<file path="config.mk">
export PLATFORM = sky130hd
export DESIGN_NAME = key_repeat_pulser
export DESIGN_NICKNAME = d
export VERILOG_FILES = /design/src/rtl/key_repeat_pulser_pkg.sv /design/src/rtl/key_repeat_pulser.sv
export SDC_FILE = /design/constraint.sdc
export NUM_CORES = 1
export LEC_CHECK = 0
export ABC_AREA = 1
export BUFFER_PORTS_ARGS = -buffer_cell sky130_fd_sc_hd__buf_2
export CORE_ASPECT_RATIO = 0.9
export CORE_UTILIZATION = 45
export DETAILED_ROUTE_END_ITERATION = 10
export SLEW_MARGIN = 25
export SYNTH_ARGS = -nofsm -noshare
export SYNTH_HDL_FRONTEND = slang
export SYNTH_SLANG_ARGS = --single-unit
</file>
<file path="constraint.sdc">
create_clock -name clk -period 5.05 [get_ports clk]
set_clock_uncertainty 0.2 [all_clocks]
set_input_delay 1.01 -clock clk [delete_from_list [all_inputs] [get_ports clk]]
set_output_delay 1.01 -clock clk [all_outputs]
set_load 0.02 [all_outputs]
</file>
<file path="src/rtl/key_repeat_pulser_pkg.sv">
// Shared tetris input definitions: key FSM state encodings and the default
// delayed-auto-shift timing used by the left/right/down/rotate instances.
package key_repeat_pulser_pkg;

  typedef enum logic [1:0] {
    IDLE   = 2'd0,
    DELAY  = 2'd1,
    REPEAT = 2'd2,
    HOLD   = 2'd3
  } kr_state_e;

  localparam int unsigned DEFAULT_CNT_W        = 8;
  localparam int unsigned DEFAULT_DELAY_TICKS  = 16;
  localparam int unsigned DEFAULT_REPEAT_TICKS = 4;

endpackage : key_repeat_pulser_pkg

</file>
<file path="src/rtl/key_repeat_pulser.sv">
// Key repeat pulser: turns a debounced key level into one-cycle action
// strobes -- one on press, then delayed auto-shift repeats until release.
module key_repeat_pulser
  import key_repeat_pulser_pkg::*;
#(
  parameter int unsigned CNT_W        = DEFAULT_CNT_W,
  parameter int unsigned DELAY_TICKS  = DEFAULT_DELAY_TICKS,
  parameter int unsigned REPEAT_TICKS = DEFAULT_REPEAT_TICKS
) (
  input  logic clk,
  input  logic rst_n,
  input  logic tick_en,
  input  logic enable,
  input  logic key_lvl,
  output logic key_pulse,
  output logic key_held,
  output logic repeating
);

  // Terminal counts; REPEAT_LAST is unused when REPEAT_TICKS==0 (HOLD path).
  localparam logic [CNT_W-1:0] DELAY_LAST  = CNT_W'(DELAY_TICKS - 1);
  localparam logic [CNT_W-1:0] REPEAT_LAST = CNT_W'(REPEAT_TICKS - 1);
  localparam logic             NO_REPEAT   = (REPEAT_TICKS == 0);

  kr_state_e        state_q, state_d;
  logic [CNT_W-1:0] cnt_q, cnt_d;
  logic             key_q, key_d;
  logic             key_pulse_q, key_pulse_d;
  logic             key_held_q, key_held_d;
  logic             repeating_q, repeating_d;
  logic             press;

  assign key_d = key_lvl;
  assign press = key_lvl & ~key_q;

  // Next-state, counter and strobe decode; enable, then release, take priority.
  always_comb begin
    state_d     = state_q;
    cnt_d       = cnt_q;
    key_pulse_d = 1'b0;
    if (!enable) begin
      state_d = IDLE;
      cnt_d   = '0;
    end else begin
      unique case (state_q)
        IDLE: begin
          if (press) begin
            key_pulse_d = 1'b1;
            cnt_d       = '0;
            state_d     = NO_REPEAT ? HOLD : DELAY;
          end
        end
        DELAY: begin
          if (!key_lvl) begin
            state_d = IDLE;
            cnt_d   = '0;
          end else if (tick_en) begin
            if (cnt_q == DELAY_LAST) begin
              key_pulse_d = 1'b1;
              cnt_d       = '0;
              state_d     = REPEAT;
            end else begin
              cnt_d = cnt_q + 1'b1;
            end
          end
        end
        REPEAT: begin
          if (!key_lvl) begin
            state_d = IDLE;
            cnt_d   = '0;
          end else if (tick_en && !key_pulse_q) begin
            // A tick landing on a strobe cycle is dropped, not counted, so
            // strobes can never sit on adjacent cycles.
            if (cnt_q == REPEAT_LAST) begin
              key_pulse_d = 1'b1;
              cnt_d       = '0;
            end else begin
              cnt_d = cnt_q + 1'b1;
            end
          end
        end
        HOLD: begin
          if (!key_lvl) begin
            state_d = IDLE;
            cnt_d   = '0;
          end
        end
        default: begin
          state_d = IDLE;
          cnt_d   = '0;
        end
      endcase
    end
  end

  // Status outputs are registered copies decoded from the next state.
  always_comb begin
    key_held_d  = (state_d != IDLE);
    repeating_d = (state_d == REPEAT);
  end

  // State, counter, key history and registered outputs.
  always_ff @(posedge clk or negedge rst_n) begin
    if (!rst_n) begin
      state_q     <= IDLE;
      cnt_q       <= '0;
      key_q       <= 1'b0;
      key_pulse_q <= 1'b0;
      key_held_q  <= 1'b0;
      repeating_q <= 1'b0;
    end else begin
      state_q     <= state_d;
      cnt_q       <= cnt_d;
      key_q       <= key_d;
      key_pulse_q <= key_pulse_d;
      key_held_q  <= key_held_d;
      repeating_q <= repeating_d;
    end
  end

  assign key_pulse = key_pulse_q;
  assign key_held  = key_held_q;
  assign repeating = repeating_q;

endmodule : key_repeat_pulser

</file>
==> impl_metrics.csv <==
group,metric,value,unit
floorplanning,die_w,51.06,um
floorplanning,start_util,49.46,%
clock_tree,cts_root_buf,"clkbuf_4",
routing,ant_nets,0,
floorplanning,coreArea,0.001971,mm^2
routing,via_count,829,
timing,max_freq,478.6,MHz
clock_tree,clkSlewWorstSetupHoldPaths,0.09,ns
run,maxCapViolations,0,
power_and_ir_drop,p_int,0.1670,mW
synthesis,synthDistinctLibCells,22,
global_routing,grt_max_degree,15,
floorplanning,rows,15,
routing,vias_per_cell,4.964,
timing,post-route-min-period,2.090,ns
synthesis,ys_seq_elements,14,
floorplanning,io_pins,8,
timing,finalMaxSlewViolations,0,
setup_path,cp-start-kind,"input pin",
setup_path,cpPeakStageDelay,0.32,ns
synthesis,ys_warn_count,0,
clock_tree,cts_tree,"done",
routing,drt-total-wl,1928,um
layout,final_nets,155,
timing,final.setup.tns,0,ns
power_and_ir_drop,vdd_ir_drop_max,0.1968,mV
floorplanning,die-area,0.002356,mm^2
layout,post-route-util,54.10,%
setup_path,cp_data_required_time,5.07,ns
timing,finalCritPeriodShare,41.38,%
power_and_ir_drop,power_frac_comb,13.4,%
clock_tree,clock_sinks,14,
global_routing,overflow,0,
synthesis,seq_area_frac_synth,35.94,%
clock_tree,cts_buffers,3,
timing,finalWorstSetupSlack,2.960,ns
power_and_ir_drop,power.density,211.3,mW/mm^2
synthesis,synth_nets,144,
setup_path,critPathMaxFanout,14,
layout,areaGrowthSynthToFinish,9.371,%
synthesis,syn-cell-area,974.7,um^2
synthesis,yosysTopAreaCell,"dfrtp_1",
placed_design,dp_slack,2.697,ns
power_and_ir_drop,clkPwrFrac,35.3,%
setup_path,arrival,2.11,ns
synthesis,netlist_instances,132,
timing,tightest_slew,0.3883,ns
layout,postLayoutCellArea,0.001066,mm^2
routing,drtPass1Iterations,4,
power_and_ir_drop,p_sw,0.05826,mW
timing,rsz0062_at_grt,"no",
status,outcome,"finished, final reports clean",
placed_design,place_area,0.001030,mm^2
global_routing,grt_use_total,19.20,%
worst_hold_path,hp-class,"flop to flop",
power_and_ir_drop,pwr-share-seq,51.3,%
synthesis,synthTopCellsByArea,"dfrtp_1 36%, nand2_1 15%, ha_1 9.0%",
timing,slew_headroom,74.02,%
layout,antenna_cells,0,
setup_path,timing_worst_setup_path_type,"input pin to flop",
synthesis,syn_avg_cell_area,7.384,um^2
setup_path,cpMaxStageDelayCell,"nor2_4",
timing,finalSetupViolCount,0,
routing,wire_per_inst,11.54,um
clock_tree,postCtsSetupBuffers,0,
placed_design,dp_hpwl,1473,um
setup_path,path_cells,"buf_2 > nand2_2 > inv_2 > nand3b_1 > nand2_2 > nor2_4 > nand3b_1 > nand2_1 > nand2_1 > inv_1",
clock_tree,cts.repair.resized,0,
global_routing,grt_pass1_wl,3222,um
placed_design,numPortBuffers,7,
global_routing,antenna_found_initial,0,
synthesis,yosys.area.top_type_share,35.94,%
routing,drt_iter0_drc,20,
power_and_ir_drop,swShare,25.87,%
timing,hold_viol_final,0,
clock_tree,htreeDepth,1,
clock_tree,cts_buffer_depth,2,
placed_design,place_congestion,0.8120,
power_and_ir_drop,p_leak,0.5830,nW
layout,layout-drive-gt1-share,17.61,%
setup_path,cp-end-kind,"flop",
clock_tree,insertion_delay,0.28,ns
routing,post-route-drc-count,0,
clock_tree,hold_buffers,0,
floorplanning,die_h,46.15,um
global_routing,grt_pass1_vias,726,
layout by cell type, fill, tap and decap left out, drive strengths merged:
| master | netlist | final |
|---|---|---|
| nand2 | 44 | 44 |
| inv | 20 | 20 |
| a21oi | 17 | 17 |
| dfrtp | 14 | 14 |
| nor2 | 9 | 9 |
| ha | 7 | 7 |
| buf | 1 | 7 |
| o21ai | 5 | 5 |
| nand3 | 5 | 5 |
| nand4 | 4 | 4 |
| clkbuf | 0 | 4 |
| nand3b | 2 | 2 |
| and2 | 1 | 1 |
| nor3b | 1 | 1 |
| and3 | 1 | 1 |
| nor3 | 1 | 1 |
per-layer routing:
metal / share of wire, % / wire length, um / track usage, %
met5: 0 / 0 / 0
met4: 0.47 / 9 / 5.000
met3: 5.1 / 99 / 6.601
met2: 41 / 796 / 27.89
met1: 53 / 1023 / 27.02
power groups by stage:
stage	clock network [mW]	logic, mW	registers (mW)
after floorplan	0	0.0204	0.119
after global placement	0	0.0305	0.118
after detailed placement	0	0.0305	0.118
after CTS	0.0823	0.0306	0.116
after global routing	0.0899	0.0349	0.116
final	0.0794	0.0303	0.116
cells by family (layout without fill, tap and decap cells):
| logic type | after synthesis | after routing | share of synthesized area, % |
|---|---|---|---|
| and+or+nand+nor | 68 | 68 | 32.99 |
| buffers and inverters | 21 | 31 | 8.857 |
| DFF | 14 | 14 | 35.94 |
| AOI/OAI and AO/OA | 22 | 22 | 13.22 |
| adders and majority gates | 7 | 7 | 8.985 |
registers in the layout, indices dropped and copies added (netlist names):
| signal | cells |
|---|---|
| key_q | 1 |
| key_held | 1 |
| key_pulse | 1 |
| cnt_q | 8 |
| repeating | 1 |
| state_q | 2 |
cells in the mapped netlist:
library cell   n
nand3_2        1
nor2_1         7
and2_1         1
inv_1         19
nand2_1       39
nand4_1        4
nor2_4         1
nor3b_1        1
nor3_1         1
buf_6          1
nand3b_1       2
nand3_1        4
nor2_2         1
dfrtp_1       14
and3_1         1
nand2_4        1
a21oi_2        5
nand2_2        4
ha_1           7
o21ai_0        5
inv_2          1
a21oi_1       12
area by class of cell:
cell class / instances / area [um^2]
well taps: 25 / 31.28
clock buffers: 4 / 36.28
inverters: 20 / 75.07
multi-input cells: 97 / 538.0
repair buffers: 7 / 35.03
flip-flops and latches: 14 / 350.3
fillers: 192 / 904.6
worst max-delay path: cells and delay by family:
kind                   cells  cell delay, ns
buffers and inverters      3            0.25
and+or+nand+nor            7            0.85
stage by stage:
step | total power [mW] | cells | hold slack (ns)
3_3_place_gp | 0.1481 | 163 | 0.3360
2_1_floorplan | 0.1391 | 132 | 0.2982
3_5_place_dp | 0.1482 | 163 | 0.3438
5_1_grt | 0.2406 | 167 | 0.3947
4_1_cts | 0.2285 | 167 | 0.3653
6_report | 0.2252 | 167 | 0.3707
worst paths after layout:
kind | slack, ns | to | startpoint | cells after the start
max | 2.96 | cnt_q[5] | key_lvl | 10
min | 0.37 | cnt_q[7] | cnt_q[7] | 2
min reg2reg | 0.37 | cnt_q[7] | cnt_q[7] | 2
max in group asynchronous | 4.00 | state_q[1] | rst_n | 1
min in group asynchronous | 0.40 | key_q | rst_n | 1
max reg2reg | 3.09 | cnt_q[5] | state_q[0] | 9
No activity file was read; power rests on OpenSTA's default activity.
